<file path="config.mk">
export PLATFORM = sky130hd
export DESIGN_NAME = ifid_stall_ctrl
export DESIGN_NICKNAME = d
export VERILOG_FILES = /design/src/rtl/pipe_pkg.sv /design/src/rtl/sat_counter.sv /design/src/rtl/ifid_stall_ctrl.sv
export SDC_FILE = /design/constraint.sdc
export NUM_CORES = 1
export LEC_CHECK = 0
export ABC_AREA = 0
export CORE_MARGIN = 10
export CORE_UTILIZATION = 40
export DETAILED_ROUTE_END_ITERATION = 7
export PLACE_DENSITY = 0.72
export REMOVE_ABC_BUFFERS = 1
export SETUP_SLACK_MARGIN = 0.3
export SLEW_MARGIN = 20
export SYNTH_ARGS = -nofsm -noshare
export SYNTH_HDL_FRONTEND = slang
export SYNTH_SLANG_ARGS = --single-unit
export TNS_END_PERCENT = 5
</file>
<file path="constraint.sdc">
create_clock -name clk -period 5.54 [get_ports clk]
set_input_delay 1.108 -clock clk [delete_from_list [all_inputs] [get_ports clk]]
set_output_delay 1.108 -clock clk [all_outputs]
set_load 0.005 [all_outputs]
</file>
<file path="src/rtl/pipe_pkg.sv">
// ============================================================================
//  Module      : pipe_pkg
//  Description : Shared pipeline-control definitions for the 16-bit core.
//                Holds the NOP encoding, the IW/PCW defaults and the
//                cycle-class enum with its priority classifier.
//  Revision    : 1.0 - initial release
// ============================================================================
`default_nettype none

package pipe_pkg;

  // Default datapath widths of the 5-stage 16-bit core
  localparam int IW_DEF  = 16;
  localparam int PCW_DEF = 16;

  // Instruction placed into IF/ID on flush and reset
  localparam logic [15:0] NOP_INSTR = 16'h0000;

  // Per-cycle pipeline class, also kept registered for debug
  typedef enum logic [1:0] {
    CLS_RUN    = 2'd0,
    CLS_STALL  = 2'd1,
    CLS_FLUSH  = 2'd2,
    CLS_FREEZE = 2'd3
  } cls_t;

  // Priority: memory busy beats load-use stall, which beats branch flush.
  // A stalled branch is not resolved yet, so its flush must be dropped.
  function automatic cls_t classify(input logic busy,
                                    input logic stall,
                                    input logic flush);
    cls_t c;
    if (busy)       c = CLS_FREEZE;
    else if (stall) c = CLS_STALL;
    else if (flush) c = CLS_FLUSH;
    else            c = CLS_RUN;
    return c;
  endfunction

endpackage

`default_nettype wire

</file>
<file path="src/rtl/sat_counter.sv">
// ============================================================================
//  Module      : sat_counter
//  Description : Up-counter that increments on 'inc' and sticks at its
//                all-ones maximum instead of wrapping.
//  Revision    : 1.0 - initial release
// ============================================================================
`default_nettype none

module sat_counter #(
  parameter int CW = 16
) (
  input  logic          clk,
  input  logic          rst_n,
  input  logic          inc,
  output logic [CW-1:0] q
);

  localparam logic [CW-1:0] C_MAX = {CW{1'b1}};

  logic at_max;

  assign at_max = (q == C_MAX);

  // Count events, holding at the maximum so long runs never alias to small values
  always_ff @(posedge clk or negedge rst_n) begin
    if (!rst_n) begin
      q <= '0;
    end else if (inc && !at_max) begin
      q <= q + CW'(1);
    end
  end

endmodule

`default_nettype wire

</file>
<file path="src/rtl/ifid_stall_ctrl.sv">
// ============================================================================
//  Module      : ifid_stall_ctrl
//  Description : IF/ID pipeline register and fetch/decode control. Resolves
//                memory-busy, load-use stall and branch flush into one cycle
//                class, drives PC enable / global freeze / ID-EX bubble, and
//                keeps saturating event counters plus a sticky error flag
//                for stalls that last longer than one cycle.
//  Revision    : 1.0 - initial release
// ============================================================================
`default_nettype none

module ifid_stall_ctrl
  import pipe_pkg::*;
#(
  parameter int              IW  = IW_DEF,
  parameter int              PCW = PCW_DEF,
  parameter int              CW  = 16,
  parameter logic [IW-1:0]   NOP = IW'(NOP_INSTR)
) (
  input  logic           clk,
  input  logic           rst_n,
  input  logic           stall_in,
  input  logic           flush_in,
  input  logic           mem_busy,
  input  logic [IW-1:0]  if_instr,
  input  logic [PCW-1:0] if_pc,
  output logic           pc_we,
  output logic           freeze,
  output logic           idex_bubble,
  output logic [IW-1:0]  ifid_instr,
  output logic [PCW-1:0] ifid_pc,
  output logic           ifid_valid,
  output logic [CW-1:0]  cnt_stall,
  output logic [CW-1:0]  cnt_flush,
  output logic [CW-1:0]  cnt_freeze,
  output logic           proto_err
);

  cls_t state;       // class of the previous cycle
  cls_t cls_next;    // class of the current cycle
  logic prev_stall;  // last non-FREEZE cycle before 'state' was STALL
  logic prev_stall_eff;
  logic is_run;
  logic is_stall;
  logic is_flush;
  logic is_freeze;

  // --------------------------------------------------------------------------
  // Cycle classification (next-state logic)
  // --------------------------------------------------------------------------

  // Classify the current cycle from the live request inputs
  always_comb begin
    cls_next = classify(mem_busy, stall_in, flush_in);
  end

  assign is_run    = (cls_next == CLS_RUN);
  assign is_stall  = (cls_next == CLS_STALL);
  assign is_flush  = (cls_next == CLS_FLUSH);
  assign is_freeze = (cls_next == CLS_FREEZE);

  // --------------------------------------------------------------------------
  // Registered class
  // --------------------------------------------------------------------------

  // Remember the class of each cycle for debug and stall-length checking
  always_ff @(posedge clk or negedge rst_n) begin
    if (!rst_n) begin
      state <= CLS_RUN;
    end else begin
      state <= cls_next;
    end
  end

  // --------------------------------------------------------------------------
  // Control outputs
  // --------------------------------------------------------------------------

  // Same-cycle control; reset parks the core with the PC held and all frozen
  always_comb begin
    pc_we       = 1'b0;
    freeze      = 1'b1;
    idex_bubble = 1'b0;
    if (rst_n) begin
      pc_we       = is_run || is_flush;
      freeze      = is_freeze;
      idex_bubble = is_stall;
    end
  end

  // --------------------------------------------------------------------------
  // IF/ID pipeline register
  // --------------------------------------------------------------------------

  // Load on RUN, squash on FLUSH, hold on STALL and FREEZE
  always_ff @(posedge clk or negedge rst_n) begin
    if (!rst_n) begin
      ifid_instr <= NOP;
      ifid_pc    <= '0;
      ifid_valid <= 1'b0;
    end else if (is_run) begin
      ifid_instr <= if_instr;
      ifid_pc    <= if_pc;
      ifid_valid <= 1'b1;
    end else if (is_flush) begin
      ifid_instr <= NOP;
      ifid_pc    <= '0;
      ifid_valid <= 1'b0;
    end
  end

  // --------------------------------------------------------------------------
  // Stall-length protocol check
  // --------------------------------------------------------------------------

  // Whether the most recent non-FREEZE cycle before now was a STALL:
  // FREEZE cycles are transparent, so fall back to the remembered value.
  assign prev_stall_eff = (state == CLS_FREEZE) ? prev_stall
                                                : (state == CLS_STALL);

  // Carry the last non-FREEZE stall status forward across freeze windows
  always_ff @(posedge clk or negedge rst_n) begin
    if (!rst_n) begin
      prev_stall <= 1'b0;
    end else begin
      prev_stall <= prev_stall_eff;
    end
  end

  // A load-use stall lasts exactly one cycle; a back-to-back stall is an error
  always_ff @(posedge clk or negedge rst_n) begin
    if (!rst_n) begin
      proto_err <= 1'b0;
    end else if (is_stall && prev_stall_eff) begin
      proto_err <= 1'b1;
    end
  end

  // --------------------------------------------------------------------------
  // Event counters
  // --------------------------------------------------------------------------

  logic [2:0]    cnt_inc;
  logic [CW-1:0] cnt_q [3];

  assign cnt_inc = {is_freeze, is_flush, is_stall};

  generate
    for (genvar gi = 0; gi < 3; gi++) begin : g_cnt
      sat_counter #(
        .CW (CW)
      ) u_cnt (
        .clk   (clk),
        .rst_n (rst_n),
        .inc   (cnt_inc[gi]),
        .q     (cnt_q[gi])
      );
    end
  endgenerate

  assign cnt_stall  = cnt_q[0];
  assign cnt_flush  = cnt_q[1];
  assign cnt_freeze = cnt_q[2];

endmodule

`default_nettype wire
</file>
==> impl_metrics.env <==
export IMPL_route_detailed_drc=0
export IMPL_synth_ff_type="dfrtp_1"
export IMPL_cp_end_kind="output pin"
export IMPL_p_leak_nw=2.30
export IMPL_areaGrowthSynthToFinish_pct=38.9
export IMPL_syn_area_mm2=0.00388
export IMPL_cp_data_arrival_time_ns=2.68
export IMPL_yosysWarningCount=0
export IMPL_routed_wl_um=9780
export IMPL_setup_viol=0
export IMPL_crit_fanout=14
export IMPL_slew_headroom_pct=56.6
export IMPL_period_share_pct=68.4
export IMPL_hold_class="register to register"
export IMPL_finClkSkew_ns=0.0127
export IMPL_gp_congestion=0.851
export IMPL_nNetsFinal=533
export IMPL_crit_path_start_kind="input pin"
export IMPL_drive_gt1_share_pct=4.02
export IMPL_wl_met2_um=4670
export IMPL_die_area_mm2=0.0140
export IMPL_yosysSeqAreaShare_pct=54.9
export IMPL_maxUsedRoutingLayer="met4"
export IMPL_stdcell_area_mm2=0.00538
export IMPL_yosys_cell_types_count=40
export IMPL_cts_buffers=9
export IMPL_firstDrtPassIters=4
export IMPL_grt_pass1_wl_um=16400
export IMPL_synth_edf_count=0
export IMPL_synth_cells=375
export IMPL_worst_pin_slew_ns=0.651
export IMPL_finalHoldViolations=0
export IMPL_placement_io_buffers=121
export IMPL_holdWs_ns=0.475
export IMPL_grt_pass1_vias=3261
export IMPL_first_iter_violations=93
export IMPL_internal_power_mw=1.17
export IMPL_combPwrFrac_pct=24.5
export IMPL_antenna_found_initial=0
export IMPL_start_util_pct=41.6
export IMPL_cts_sinks=85
export IMPL_core_area_mm2=0.00933
export IMPL_fmax_mhz=264
export IMPL_pwr_density_cell_mw_per_mm2=304
export IMPL_vias=3151
export IMPL_dp_hpwl_um=7290
export IMPL_post_cts_resize_count=0
export IMPL_io_pin_count=122
export IMPL_track_usage_pct=13.9
export IMPL_tns_ns=0
export IMPL_n_fill_cell=800
export IMPL_period_minus_slack_ns=3.79
export IMPL_cap_violations=0
export IMPL_r2r_start="g_cnt[0].u_cnt.q[0]"
export IMPL_die_h_um=118
export IMPL_switching_share_pct=28.9
export IMPL_wire_per_inst_um=15.6
export IMPL_cts_tree="built"
export IMPL_hp_start="state[1]"
export IMPL_switching_power_uw=474
export IMPL_peakVddDrop_v=0.000193
export IMPL_finalMaxSlewViolations=0
export IMPL_ant_nets=0
export IMPL_num_rows=35
export IMPL_gr_total_overflow=0
export IMPL_diodes=0
export IMPL_rsz0062_at_grt="no"
export IMPL_status="finished clean"
export IMPL_criticalPathCategory="input pin to output pin"
export IMPL_vias_per_cell=5.03
export IMPL_fin_cells=626
export IMPL_seq_power_share_pct=49.8
export IMPL_ctsRootBufferMaster="clkbuf_8"
export IMPL_synth_ff_latch_count=85
export IMPL_grt_max_degree=68
export IMPL_crit_start="mem_busy"
export IMPL_syn_area_per_cell_um2=10.3
export IMPL_wl_met3_um=945
export IMPL_dpl_cell_area_mm2=0.00520
export IMPL_chipWidth_um=118
export IMPL_clkLatencyLatePin_ns=0.34
export IMPL_wl_met1_um=4070
export IMPL_pwr_share_clk_pct=25.7
export IMPL_finalPower_mw=1.64
export IMPL_synthArstFlopShare_pct=100
export IMPL_cts_htree_levels=3
export IMPL_required_ns=4.43
export IMPL_postCtsSetupBuffers=0
export IMPL_dp_cells=611
export IMPL_clockBufferDepth=2
export IMPL_cts_reportedPaths_clkPinSlew_ns=0.08
export IMPL_postCtsHoldBufs=0
## registers in the layout, indices dropped and copies added, names as in the netlist
register	cells
ifid_pc	16
proto_err	1
state	2
ifid_instr	16
g_cnt.u_cnt.q	48
ifid_valid	1
prev_stall	1
## cell usage after synthesis (3+ instances only)
cell	instances	area, um2
nor2_1	9	33.8
nand2b_1	35	219
nor3_1	12	60.1
nor4_1	3	18.8
xor2_1	22	193
xnor2_1	14	123
nand2_1	49	184
inv_1	7	26.3
ha_1	3	37.5
a211oi_1	3	22.5
and4_1	7	61.3
dfrtp_1	85	2130
nand4_1	11	68.8
o21ai_1	34	170
and3_1	8	50.1
a31oi_1	4	25.0
a21oi_1	6	30.0
nand3_1	17	85.1
and2_1	3	18.8
clkbuf_1	14	52.6
mux2_1	6	67.6
## logic make-up after synthesis
group | count (synthesis) | share of synthesized area, %
adders and majority gates | 3 | 0.968
buffers and inverters | 23 | 2.29
and+or+nand+nor | 163 | 22.6
xor gates and xnor gates | 36 | 8.13
muxes | 6 | 1.74
AOI/OAI and AO/OA | 59 | 9.42
DFF | 85 | 54.9
## per-stage QoR
stage               setup slack (ns)  utilization [%]
global route                    1.67             57.7
finish                          1.75             57.7
CTS                             1.76             57.7
floorplan                       3.02                -
global placement                1.81             55.7
detailed placement              1.77             55.7
## power by group through the flow
stage               combinational [mW]  sequential (mW)  clock, mW
global placement                 0.402            0.821          0
CTS                              0.412            0.817      0.433
floorplan                        0.132            0.817          0
global route                     0.444            0.835      0.466
finish                           0.402            0.815      0.422
detailed placement               0.409            0.827          0
## final timing paths
kind	end	slack, ns	cells after the start
min reg2reg	prev_stall	0.48	1
max in group asynchronous	g_cnt[2].u_cnt.q[4]	3.80	2
max	idex_bubble	1.75	4
min	prev_stall	0.48	1
min in group asynchronous	g_cnt[2].u_cnt.q[11]	0.73	1
max reg2reg	g_cnt[0].u_cnt.q[14]	3.59	5
## placed cells by master, fill, tap and decap left out, types with 8 or more instances in the layout
cell type / count
o21ai_1: 34
xor2_1: 22
nand2_1: 49
clkbuf_8: 9
nand3_1: 17
clkdlybuf4s50_1: 120
dfrtp_1: 85
and3_1: 8
xnor2_1: 14
nor3_1: 12
nand2b_1: 35
nand4_1: 11
nor2_1: 9
## cell type report
class                      instances  area (um2)  area share [%]
inverter                           7        26.3           0.488
clock buffer                      11         131            2.44
timing repair buffer             123        1220            22.7
multi-input combinational        267        1660            30.9
clock inverter                     4        50.0           0.930
tap                              129         161            3.00
sequential                        85        2130            39.5
## routing by layer
metal | global-route usage, % | vias to the layer above
li1 | - | 1526
met1 | 15.9 | 1521
met5 | 0 | -
met2 | 22.9 | 91
met3 | 6.71 | 13
met4 | 3.21 | 0
## critical path, cell delays in order
cell,delay [ns]
clkdlybuf4s50_1,0.65
nand2b_1,0.29
nor2_1,0.12
clkdlybuf4s50_1,0.52
Power figures use the tool's default switching activity.
